### src/rtl/seg7_scan4.sv
// Four-digit time-multiplexed driver for a common-anode 7-segment display.
// Optional decimal-point support is enabled by defining SEG_SCAN_DP_EN.
`timescale 1ns/1ps
module seg7_scan4 #(
  parameter int DIV       = 100000,
  parameter int BLANK_CYC = 1000
) (
  input  logic        clk,
  input  logic        rst_n,
  input  logic [15:0] value,
  input  logic [3:0]  digit_en,
  input  logic        en,
`ifdef SEG_SCAN_DP_EN
  input  logic [3:0]  dp_in,
  output logic        dp,
`endif
  output logic [3:0]  AN,
  output logic [6:0]  a_to_g,
  output logic        frame_done
);

  localparam int CNT_MAX = (DIV > BLANK_CYC) ? ((DIV > 2) ? DIV : 2)
                                             : ((BLANK_CYC > 2) ? BLANK_CYC : 2);
  localparam int CW      = $clog2(CNT_MAX);

  localparam logic [CW-1:0] DIV_TC   = CW'(DIV - 1);
  localparam logic [CW-1:0] BLANK_TC = (BLANK_CYC > 0) ? CW'(BLANK_CYC - 1) : '0;

  typedef enum logic [1:0] {
    LOAD  = 2'd0,
    BLANK = 2'd1,
    SHOW  = 2'd2
  } state_t;

  state_t          state_q, state_d;
  logic [1:0]      idx_q, idx_d;
  logic [CW-1:0]   cnt_q, cnt_d;
  logic [15:0]     sh_value_q, sh_value_d;
  logic [3:0]      sh_den_q, sh_den_d;
  logic            sh_en_q, sh_en_d;
  logic            frame_done_q, frame_done_d;
  logic [3:0]      an_q, an_d;
  logic [6:0]      seg_q, seg_d;
  logic            lit_d;
`ifdef SEG_SCAN_DP_EN
  logic [3:0]      sh_dp_q, sh_dp_d;
  logic            dp_q, dp_d;
`endif

  function automatic logic [6:0] hex7(input logic [3:0] nib);
    case (nib)
      4'h0:    hex7 = 7'b0000001;
      4'h1:    hex7 = 7'b1001111;
      4'h2:    hex7 = 7'b0010010;
      4'h3:    hex7 = 7'b0000110;
      4'h4:    hex7 = 7'b1001100;
      4'h5:    hex7 = 7'b0100100;
      4'h6:    hex7 = 7'b0100000;
      4'h7:    hex7 = 7'b0001111;
      4'h8:    hex7 = 7'b0000000;
      4'h9:    hex7 = 7'b0000100;
      4'hA:    hex7 = 7'b0001000;
      4'hB:    hex7 = 7'b1100000;
      4'hC:    hex7 = 7'b0110001;
      4'hD:    hex7 = 7'b1000010;
      4'hE:    hex7 = 7'b0110000;
      default: hex7 = 7'b0111000;
    endcase
  endfunction

  always_comb begin
    state_d    = state_q;
    idx_d      = idx_q;
    cnt_d      = cnt_q;
    sh_value_d = sh_value_q;
    sh_den_d   = sh_den_q;
    sh_en_d    = sh_en_q;
`ifdef SEG_SCAN_DP_EN
    sh_dp_d    = sh_dp_q;
`endif
    case (state_q)
      LOAD: begin
        sh_value_d = value;
        sh_den_d   = digit_en;
        sh_en_d    = en;
`ifdef SEG_SCAN_DP_EN
        sh_dp_d    = dp_in;
`endif
        idx_d      = 2'd0;
        cnt_d      = '0;
        state_d    = (BLANK_CYC == 0) ? SHOW : BLANK;
      end
      BLANK: begin
        if (cnt_q == BLANK_TC) begin
          cnt_d   = '0;
          state_d = SHOW;
        end else begin
          cnt_d = cnt_q + 1'b1;
        end
      end
      SHOW: begin
        if (cnt_q == DIV_TC) begin
          cnt_d = '0;
          if (idx_q == 2'd3) begin
            state_d = LOAD;
          end else begin
            idx_d   = idx_q + 2'd1;
            state_d = (BLANK_CYC == 0) ? SHOW : BLANK;
          end
        end else begin
          cnt_d = cnt_q + 1'b1;
        end
      end
      default: begin
        state_d = LOAD;
        cnt_d   = '0;
        idx_d   = 2'd0;
      end
    endcase

    // Outputs are decoded from the next-state values and then registered,
    // so they line up with state_q without any input-to-pin path.
    frame_done_d = (state_q == LOAD);
    lit_d        = (state_d == SHOW) && sh_en_d && sh_den_d[idx_d];
    an_d         = lit_d ? ~(4'b0001 << idx_d) : 4'b1111;
    seg_d        = lit_d ? hex7(sh_value_d[{idx_d, 2'b00} +: 4]) : 7'b1111111;
`ifdef SEG_SCAN_DP_EN
    dp_d         = lit_d ? ~sh_dp_d[idx_d] : 1'b1;
`endif
  end

  always_ff @(posedge clk or negedge rst_n) begin
    if (!rst_n) begin
      state_q      <= LOAD;
      idx_q        <= 2'd0;
      cnt_q        <= '0;
      sh_value_q   <= 16'h0000;
      sh_den_q     <= 4'h0;
      sh_en_q      <= 1'b0;
      frame_done_q <= 1'b0;
      an_q         <= 4'b1111;
      seg_q        <= 7'b1111111;
`ifdef SEG_SCAN_DP_EN
      sh_dp_q      <= 4'h0;
      dp_q         <= 1'b1;
`endif
    end else begin
      state_q      <= state_d;
      idx_q        <= idx_d;
      cnt_q        <= cnt_d;
      sh_value_q   <= sh_value_d;
      sh_den_q     <= sh_den_d;
      sh_en_q      <= sh_en_d;
      frame_done_q <= frame_done_d;
      an_q         <= an_d;
      seg_q        <= seg_d;
`ifdef SEG_SCAN_DP_EN
      sh_dp_q      <= sh_dp_d;
      dp_q         <= dp_d;
`endif
    end
  end

  assign AN         = an_q;
  assign a_to_g     = seg_q;
  assign frame_done = frame_done_q;
`ifdef SEG_SCAN_DP_EN
  assign dp         = dp_q;
`endif

endmodule

### config.mk
export PLATFORM = sky130hd
export DESIGN_NAME = seg7_scan4
export DESIGN_NICKNAME = d
export VERILOG_FILES = /design/src/rtl/seg7_scan4.sv
export SDC_FILE = /design/constraint.sdc
export NUM_CORES = 1
export LEC_CHECK = 0
export BUFFER_PORTS_ARGS = -buffer_cell sky130_fd_sc_hd__buf_4
export CORE_UTILIZATION = 45
export DETAILED_ROUTE_END_ITERATION = 12
export PLACE_DENSITY = 0.69
export SYNTH_ARGS = -nofsm -noshare
export SYNTH_HDL_FRONTEND = slang
export SYNTH_SLANG_ARGS = --single-unit
### constraint.sdc
create_clock -name clk -period 9.8 [get_ports clk]
set_input_delay 0.49 -clock clk [delete_from_list [all_inputs] [get_ports clk]]
set_output_delay 0.49 -clock clk [all_outputs]
set_load 0.005 [all_outputs]
==> flow_summary.yaml, run 1 <==
synthesis:
  postSynthCellCount: 279
  synth_compound_area_share_pct: 12.4
  post-synth-top-count-cell: "sky130_fd_sc_hd__dfrtp_1"
  synth_top_area_share_pct: 36.4
  synth-edff-count: 0
  post_synth_most_frequent_cells: "sky130_fd_sc_hd__dfrtp_1, sky130_fd_sc_hd__nor2_1, sky130_fd_sc_hd__nand2_1, sky130_fd_sc_hd__nand3_1, sky130_fd_sc_hd__mux2_2"
  syn-num-nets: 313
  post_synth_fa_ha_maj_area_fraction_pct: 4.66
  synthTopCellsByArea: "sky130_fd_sc_hd__dfrtp_1, sky130_fd_sc_hd__dfstp_2, sky130_fd_sc_hd__mux2_2"
  post_synth_and_or_nand_nor_area_fraction_pct: 18.4
  synth-main-ff-cell: "sky130_fd_sc_hd__dfrtp_1"
  post_synthesis_mux_area_share_pct: 8.98
  yosysTopAreaCell: "sky130_fd_sc_hd__dfrtp_1"
  synth.ff_latch_count: 54
  main_combinational_cell_family_by_area_after_synthesis: "simple AND/OR/NAND/NOR gates"
  synth-warning-count: 0
  synth_cell_types: 54
  postSynthAreaPerCell_um2: 10.6
  synth-xor-area-share_pct: 4.74
  synth_area_mm2: 0.00295
  synth_sequential_area_ratio_pct: 46.2
  asyncSetResetFlopFracSynth_pct: 100
die:
  die_w_um: 83.0
  floorplan.die.height_um: 83.0
  io_pins: 35
  core_area_mm2: 0.00635
  fp-row-count: 29
  design.die.area_mm2: 0.00689
  initial_core_util_pct: 46.5
cells_and_area:
  antenna_cells_inserted: 0
  fillerInstances: 570
  stdcell_area_mm2: 0.00333
  layout_cell_share_with_drive_strength_beyond_1_pct: 26.1
  seq_cell_area_mm2: 0.00137
  syn_to_final_growth_pct: 12.7
  layout.nets: 340
  multi_input_comb_area_mm2: 0.00145
  finalCoreUtilization_pct: 52.4
sta:
  timing.final.ws_setup_ps: 6140
  rsz0062_at_grt: "false"
  max_freq_mhz: 274
  fin_crit_ps: 3660
  finalHoldViolations: 0
  slew_viol_final: 0
  hold_ws_ps: 204
  fin_worst_skew_ps: 9.97
  setup-violations-final: 0
  timing.final.crit_share_pct: 37.3
  worst_slew_pin_slew_ps: 676
  slew_headroom_pct: 54.9
  fin_tns_setup_ps: 0
power:
  p_leak_nw: 1.43
  peakVddDrop_mv: 0.0861
  p_per_area_mw_per_mm2: 116
clock_network:
  clock-root-buffer: "sky130_fd_sc_hd__clkbuf_8"
  number_of_sinks_on_the_clock_net: 54
  clk-insertion-delay-late_ps: 310
  path_clk_slew_ps: 100
  cts_inserted_buffers: 5
  clock_buffer_depth: 2
  post_cts_hold_buffer_count: 0
  cts_max_level: 2
  tritoncts: "yes"
  cts_setup_buffers: 0
  ctsResizeCount: 0
global_route:
  grt_first_pass_wirelength_um: 9600
  antenna_found_initial: 0
  grt_pass1_vias: 2063
  gr-total-overflow: 0
  grt_start_max_net_pins: 55
  groute.usage.overall_pct: 17.1
placed_design:
  dpl_worst_slack_ps: 6170
  post_dp_cell_area_mm2: 0.00323
  dp_hpwl_um: 3830
  port_buffers: 34
  finalWeightedCongestion: 0.826
critical_path:
  path_cells: "or4_1, or4_4, mux2_2, nand2_1, a221oi_2, inv_1, ha_1, and3_1, o21ai_0, nand4_1"
  worstSetupStartpointType: "flip-flop"
  r2r_cells: 10
  worstPathRequired_ps: 10000
  timing.rr.end: "a_to_g[6]$_DFF_PN1_"
  cp-end-kind: "flip-flop"
  cpPeakStageDelay_ps: 670
  reg2reg_slack_ps: 6140
  timing.setup.critical_path_class: "reg -> reg"
  critical_path_arrival_ps: 3860
  cp_max_fo: 22
  critical-path-slowest-cell: "sky130_fd_sc_hd__or4_4"
  worst_r2r_startpoint: "cnt_q[11]$_DFF_PN0_"
routing:
  firstDrtPassIters: 4
  drc_violation_total_after_the_first_tritonroute_iteration: 106
  drt.antenna.violating_nets: 0
  detailroute.via_count: 2106
  routed_wl_um: 5410
  avgViaCountPerCell: 5.48
  route.detailed.drc: 0
  wire_per_inst_um: 14.1
hold_path:
  min-delay-path-class: "in -> async"
run_status:
  run_status: "finished, final reports clean"
job:
  drv_cap: 0
==> metrics by stage <==
step	power (mW)	cells
2_1_floorplan	0.247	279
3_3_place_gp	0.260	376
3_5_place_dp	0.261	376
4_1_cts	0.393	384
5_1_grt	0.406	384
6_report	0.386	384
==> final cells by class <==
| cell class | count | share of cell area, % |
|---|---|---|
| multi-input combinational | 196 | 43.6 |
| sequential | 54 | 41.0 |
| clock inverter | 2 | 0.489 |
| tap | 77 | 2.89 |
| clock buffer | 6 | 2.48 |
| timing repair buffer | 35 | 7.89 |
| inverter | 14 | 1.58 |
==> worst max path at each step <==
stage	startpoint	slack (ps)	endpoint
5_1_grt	cnt_q[11]$_DFF_PN0_	5930	a_to_g[6]$_DFF_PN1_
3_3_place_gp	cnt_q[11]$_DFF_PN0_	6270	a_to_g[3]$_DFF_PN1_
6_report	cnt_q[11]$_DFF_PN0_	6140	a_to_g[6]$_DFF_PN1_
3_5_place_dp	cnt_q[11]$_DFF_PN0_	6170	a_to_g[3]$_DFF_PN1_
2_1_floorplan	cnt_q[11]$_DFF_PN0_	6550	a_to_g[3]$_DFF_PN1_
4_1_cts	cnt_q[11]$_DFF_PN0_	6170	a_to_g[3]$_DFF_PN1_
==> report_power, final <==
group          total (mW)  leakage, nW  internal, mW  switching [mW]
clock network       0.130       0.0478        0.0583          0.0722
logic              0.0277        0.733        0.0126          0.0150
registers           0.228        0.653         0.227        0.000942
total               0.386         1.43         0.298          0.0882
==> state kept, by name (all words and copies together) (netlist names) <==
register,cells
cnt_q,17
sh_value_q,16
a_to_g,7
AN,4
sh_den_q,4
idx_q,2
state_q,2
frame_done,1
sh_en_q,1
==> kinds of logic after synthesis <==
logic type	count (synthesis)
and+or+nand+nor	101
DFF	54
adders and majority gates	11
xor gates and xnor gates	16
AOI/OAI and AO/OA	44
muxes	24
buffers and inverters	29
==> metal layers <==
metal	GRT usage [%]	part of all wire (%)	vias up
met3	3.38	3.7	12
met2	26.3	46	40
met4	7.68	2.5	0
met5	0	0	-
li1	-	-	1048
met1	23.4	48	1006
==> layout by cell type (no fill, tap or decap), drive strengths merged, types with 9 or more instances in the layout <==
cell type / instances
buf: 35
ha: 11
xor2: 10
nor2: 23
mux2: 17
nand2: 17
inv: 15
nand3: 17
dfstp: 11
o211ai: 9
dfrtp: 43
==> worst max-delay path: cells and delay by family, from the launching register on <==
family          cells  cell delay, ps
simple gates        5            1660
compound gates      2             770
flops               1             430
mux                 1             280
fa+ha+maj           1             270
buf+inv             1             140
Power figures use the tool's default switching activity.
==> inputs of run 2 (changes only) <==
==> constraint.sdc (replaced) <==
create_clock -name clk -period 3.37 [get_ports clk]
set_input_delay 0.1685 -clock clk [delete_from_list [all_inputs] [get_ports clk]]
set_output_delay 0.1685 -clock clk [all_outputs]
set_load 0.005 [all_outputs]
==> run 2 against run 1 <==
  * Wire length grew 9.5%
  * Highest routed layer unchanged
  * Utilization grew 2.3 points
  * Sequential power grew to 2.9 times the previous value
  * Non-clock buffer count up 14
  * Power grew to 3.2 times the previous value
  * Largest cell class unchanged
  * Critical endpoint unchanged
==> flow_summary.yaml, run 2 (synthesized netlist as in run 1, its figures left out) <==
critical_path:
  critical_path_arrival_ps: 3410
  cpPeakStageDelay_ps: 600
  cp_max_fo: 10
  timing.setup.critical_path_class: "reg -> reg"
  worst_r2r_startpoint: "cnt_q[6]$_DFF_PN0_"
  cp_num_buf_inv: 2
  cpLargestDelayFamily: "simple AND/OR/NAND/NOR gates"
  worstSetupStartpointType: "flip-flop"
  cp-end-kind: "flip-flop"
  path_cells: "or4bb_1, or4_4, buf_4, a21o_1, a21boi_4, a221oi_2, buf_4, ha_1, and3_1, o21ai_0, nand4_1"
  r2r_cells: 11
  worstPathRequired_ps: 3600
  reg2reg_slack_ps: 190
  timing.rr.end: "a_to_g[6]$_DFF_PN1_"
  most_prevalent_standard_cell_on_the_critical_path: "sky130_fd_sc_hd__buf_4"
  critical-path-slowest-cell: "sky130_fd_sc_hd__or4_4"
hold_path:
  min_to: "sh_den_q[0]$_DFF_PN0_"
  min-delay-path-class: "in -> reg"
  hold-path-cell-count: 2
  hold_path_startpoint: "digit_en[0]"
cells_and_area:
  antenna_cells_inserted: 0
  layout.cells.most_common_list: "sky130_fd_sc_hd__buf_4, sky130_fd_sc_hd__dfrtp_1, sky130_fd_sc_hd__nor2_1"
  seq_cell_area_mm2: 0.00137
  layout_cell_share_with_drive_strength_beyond_1_pct: 29.3
  largest_reg_flops: 17
  syn_to_final_growth_pct: 17.7
  multi_input_comb_area_mm2: 0.00145
  fillerInstances: 588
  layout_commonest_cell: "sky130_fd_sc_hd__buf_4"
  regMostFlops: "cnt_q"
  layout.nets: 354
power:
  p_leak_nw: 1.52
  peakVddDrop_mv: 0.213
  total_switching_power_uw: 257
  pwr-share-comb_pct: 7.0
  seq_power_share_pct: 53.3
  clock_power_share_pct: 39.7
  p_per_area_mw_per_mm2: 358
  power.switching_fraction_pct: 20.6
  power.internal_uw: 988
routing:
  detailroute.via_count: 2199
  drt.antenna.violating_nets: 0
  avgViaCountPerCell: 5.53
  drc_violation_total_after_the_first_tritonroute_iteration: 194
  route.detailed.drc: 0
  wire_per_inst_um: 14.9
  firstDrtPassIters: 5
  routed_wl_um: 5920
clock_network:
  path_clk_slew_ps: 90
  number_of_sinks_on_the_clock_net: 54
  cts_max_level: 2
  clock_buffer_depth: 2
  clock-root-buffer: "sky130_fd_sc_hd__clkbuf_8"
  clk-insertion-delay-late_ps: 300
  cts_inserted_buffers: 5
  tritoncts: "yes"
placed_design:
  port_buffers: 34
  finalWeightedCongestion: 0.851
  dp_hpwl_um: 4200
global_route:
  grt_first_pass_wirelength_um: 10400
  gr-total-overflow: 0
  grt_start_max_net_pins: 55
  antenna_found_initial: 0
  grt_pass1_vias: 2194
  groute.usage.overall_pct: 18.5
die:
  floorplan.die.height_um: 83.0
  initial_core_util_pct: 46.5
  io_pins: 35
  die_w_um: 83.0
  core_area_mm2: 0.00635
  fp-row-count: 29
  design.die.area_mm2: 0.00689
sta:
  finalHoldViolations: 0
  fin_crit_ps: 3180
  slew_viol_final: 0
  hold_ws_ps: 113
  worst_slew_pin_slew_ps: 673
  rsz0062_at_grt: "false"
  slew_headroom_pct: 55.2
  max_freq_mhz: 314
  fin_worst_skew_ps: 5.44
  fin_tns_setup_ps: 0
  setup-violations-final: 0
  timing.final.crit_share_pct: 94.5
job:
  drv_cap: 0
run_status:
  run_status: "finished, final reports clean"
-- run 2: how the worst max path moves through the flow --
stage                                to  slack [ps]  cells after the start           startpoint
floorplan           a_to_g[3]$_DFF_PN1_         120                     12  cnt_q[11]$_DFF_PN0_
global placement    a_to_g[1]$_DFF_PN1_         230                     11  cnt_q[11]$_DFF_PN0_
detailed placement  a_to_g[1]$_DFF_PN1_         130                     11  cnt_q[11]$_DFF_PN0_
CTS                 a_to_g[1]$_DFF_PN1_          90                     11  cnt_q[11]$_DFF_PN0_
global route        a_to_g[6]$_DFF_PN1_           6                     11   cnt_q[6]$_DFF_PN0_
finish              a_to_g[6]$_DFF_PN1_         190                     11   cnt_q[6]$_DFF_PN0_
-- run 2: area by class of cell --
cell class	instances	area share, %
multi-input cells	196	41.8
repair buffers	49	10.7
well taps	77	2.77
clock buffers	7	3.10
inverters	14	1.51
clock inverters	1	0.864
flip-flops and latches	54	39.3
-- run 2: what timing repair did --
item                       4_1_cts  5_1_grt
hold endpoints to repair        43        0
gates resized for setup          0        2
setup buffers                    0        3
setup endpoints to repair        0        4
hold buffers                     1        0
-- run 2: power by group through the flow --
stage / sequential [mW] / clock (mW) / combinational (mW)
global route: 0.665 / 0.533 / 0.0981
detailed placement: 0.676 / 0 / 0.0867
global placement: 0.675 / 0 / 0.0850
floorplan: 0.675 / 0 / 0.0420
finish: 0.663 / 0.495 / 0.0870
CTS: 0.664 / 0.512 / 0.0879
-- run 2: through the flow --
stage               total power, mW  worst slack (ps)  cells  util (%)  area, um^2
global placement              0.760               233    386      52.0        3300
global route                   1.30              5.91    398      54.7        3480
detailed placement            0.763               129    386      52.0        3300
CTS                            1.26              87.8    395      54.4        3450
floorplan                     0.717               116    279         -        2950
finish                         1.25               186    398      54.7        3480
-- run 2: metal layers --
metal / vias to the layer above / routed length, um / GRT usage [%]
met5: - / 0 / 0
met4: 0 / 108 / 6.27
met3: 9 / 257 / 3.88
met2: 57 / 2810 / 29.9
met1: 1060 / 2750 / 24.9
li1: 1073 / - / -
==> inputs of run 3 (changes only) <==
--- a/config.mk
+++ b/config.mk
@@ -6,6 +6,7 @@
 export NUM_CORES = 1
 export LEC_CHECK = 0
 export BUFFER_PORTS_ARGS = -buffer_cell sky130_fd_sc_hd__buf_4
+export CORE_ASPECT_RATIO = 1.25
 export CORE_UTILIZATION = 45
 export DETAILED_ROUTE_END_ITERATION = 12
 export PLACE_DENSITY = 0.69
==> run 3 against run 2 <==
  * Global-route usage barely moved
  * Sequential share of layout area grew 0.44 points
  * Design area decreased by 1.1%
  * Via count is 1.1% lower
  * Utilization increased by 0.29 points
  * Wire length decreased by 2.9%
  * Critical path depth decreased by 3
  * Critical path type unchanged
  * Critical endpoint is now a_to_g[2]$_DFF_PN1_
==> flow_summary.yaml, run 3 (synthesized netlist as in run 1, its figures left out) <==
run_status:
  run_status: "finished, final reports clean"
clock_network:
  clock-root-buffer: "sky130_fd_sc_hd__clkbuf_8"
  clock_buffer_depth: 2
  clk-insertion-delay-late_ps: 310
  path_clk_slew_ps: 100
  number_of_sinks_on_the_clock_net: 54
  cts_max_level: 2
  tritoncts: "yes"
  cts_inserted_buffers: 5
critical_path:
  cp_max_fo: 10
  r2r_cells: 8
  cp-end-kind: "flip-flop"
  reg2reg_slack_ps: 150
  worst_r2r_startpoint: "cnt_q[6]$_DFF_PN0_"
  timing.setup.critical_path_class: "reg -> reg"
  critical-path-slowest-cell: "sky130_fd_sc_hd__or4_4"
  worstPathRequired_ps: 3600
  cpLargestDelayFamily: "simple AND/OR/NAND/NOR gates"
  path_cells: "or4bb_1, or4_4, buf_4, a221oi_1, and3_1, and2_1, mux2_4, o211ai_2"
  timing.rr.end: "a_to_g[2]$_DFF_PN1_"
  cpPeakStageDelay_ps: 600
  cp_num_buf_inv: 1
  critical_path_arrival_ps: 3460
  worstSetupStartpointType: "flip-flop"
die:
  fp-row-count: 32
  initial_core_util_pct: 47.3
  die_w_um: 74.5
  core_area_mm2: 0.00625
  floorplan.die.height_um: 92.6
  io_pins: 35
  design.die.area_mm2: 0.00689
power:
  p_leak_nw: 1.49
  total_switching_power_uw: 255
  peakVddDrop_mv: 0.169
  clock_power_share_pct: 33.2
  power.switching_fraction_pct: 22.7
  power_total_mw: 1.12
  pwr-share-comb_pct: 7.6
  p_per_area_mw_per_mm2: 326
  power.internal_uw: 867
  seq_power_share_pct: 59.2
sta:
  rsz0062_at_grt: "false"
  hold_ws_ps: 107
  worst_slew_pin_slew_ps: 644
  fin_tns_setup_ps: 0
  timing.final.crit_share_pct: 95.6
  max_freq_mhz: 310
  finalHoldViolations: 0
  slew_headroom_pct: 57.1
  slew_viol_final: 0
  setup-violations-final: 0
  fin_crit_ps: 3220
  fin_worst_skew_ps: 10.5
  timing.final.ws_setup_ps: 147
hold_path:
  hold-path-cell-count: 2
  min-delay-path-class: "in -> reg"
  min_to: "sh_den_q[0]$_DFF_PN0_"
  hold_path_startpoint: "digit_en[0]"
global_route:
  gr-total-overflow: 0
  grt_first_pass_wirelength_um: 9790
  grt_start_max_net_pins: 55
  antenna_found_initial: 0
  grt_pass1_vias: 2164
  groute.usage.overall_pct: 18.5
cells_and_area:
  antenna_cells_inserted: 0
  stdcell_area_mm2: 0.00344
  finalCoreUtilization_pct: 55.0
  layout_cell_share_with_drive_strength_beyond_1_pct: 29.8
  fillerInstances: 554
  layout.cells.most_common_list: "sky130_fd_sc_hd__buf_4, sky130_fd_sc_hd__dfrtp_1, sky130_fd_sc_hd__nor2_1"
  largest_reg_flops: 17
  layout.nets: 352
  layout_commonest_cell: "sky130_fd_sc_hd__buf_4"
  regMostFlops: "cnt_q"
  syn_to_final_growth_pct: 16.3
  fin_cells: 404
routing:
  routed_wl_um: 5750
  route.detailed.drc: 0
  drt.antenna.violating_nets: 0
  detailroute.via_count: 2174
  firstDrtPassIters: 5
  wire_per_inst_um: 14.2
  avgViaCountPerCell: 5.38
  drc_violation_total_after_the_first_tritonroute_iteration: 151
placed_design:
  place_inst: 394
  finalWeightedCongestion: 0.865
  dpl_worst_slack_ps: 124
  post_dp_cell_area_mm2: 0.00331
  dp_hpwl_um: 4180
  port_buffers: 34
job:
  drv_cap: 0
[run 3: cell count changes in the layout (fill, tap and decap cells not counted), sizes merged]
| cell | delta |
|---|---|
| clkinvlp | +1 |
| bufinv | -1 |
| clkinv | +1 |
| buf | -2 |
| clkbuf | -1 |
[run 3: timing repair]
| item | CTS | global route |
|---|---|---|
| endpoints found under the setup margin | 0 | 5 |
| hold buffers | 1 | 0 |
| setup buffers | 0 | 1 |
| resized for setup | 0 | 5 |
| endpoints found under the hold margin | 43 | 0 |
[run 3: power groups by stage]
| stage | logic, mW | clock network, mW | registers, mW |
|---|---|---|---|
| floorplan | 0.0420 | 0 | 0.675 |
| global placement | 0.0846 | 0 | 0.675 |
| detailed placement | 0.0858 | 0 | 0.676 |
| CTS | 0.0873 | 0.382 | 0.664 |
| global route | 0.0973 | 0.412 | 0.665 |
| finish | 0.0857 | 0.372 | 0.663 |
[run 3: area by class of cell]
cell class | instances | area [um^2] | area share (%)
Tap cell | 85 | 106 | 3.09
Clock buffer | 6 | 82.6 | 2.40
Inverter | 14 | 52.6 | 1.53
Multi-Input combinational cell | 196 | 1460 | 42.5
Timing Repair Buffer | 47 | 355 | 10.3
Clock inverter | 2 | 12.5 | 0.364
Sequential cell | 54 | 1370 | 39.8
[run 3: worst max path at each step]
stage                        startpoint                  end  slack [ps]  cells past startpoint
floorplan           cnt_q[11]$_DFF_PN0_  a_to_g[3]$_DFF_PN1_         120                     12
global placement    cnt_q[11]$_DFF_PN0_  a_to_g[3]$_DFF_PN1_         170                     10
detailed placement  cnt_q[11]$_DFF_PN0_  a_to_g[3]$_DFF_PN1_         120                     10
CTS                 cnt_q[11]$_DFF_PN0_  a_to_g[3]$_DFF_PN1_          90                     11
global route         cnt_q[3]$_DFF_PN0_  a_to_g[6]$_DFF_PN1_          10                     11
finish               cnt_q[6]$_DFF_PN0_  a_to_g[2]$_DFF_PN1_         150                      8
[run 3: worst reg2reg max path, stage by stage (launching register included)]
cell                       delay (ps)
sky130_fd_sc_hd__dfrtp_1          410
sky130_fd_sc_hd__or4bb_1          540
sky130_fd_sc_hd__or4_4            600
sky130_fd_sc_hd__buf_4            200
sky130_fd_sc_hd__a221oi_1         260
sky130_fd_sc_hd__and3_1           360
sky130_fd_sc_hd__and2_1           300
sky130_fd_sc_hd__mux2_4           330
sky130_fd_sc_hd__o211ai_2         140
[run 3: routing by layer]
metal | vias to the layer above | routed length (um) | GRT usage (%)
li1 | 1067 | - | -
met1 | 1058 | 2440 | 21.7
met2 | 41 | 3020 | 32.1
met3 | 8 | 190 | 3.81
met4 | 0 | 104 | 7.55
met5 | - | 0 | 0
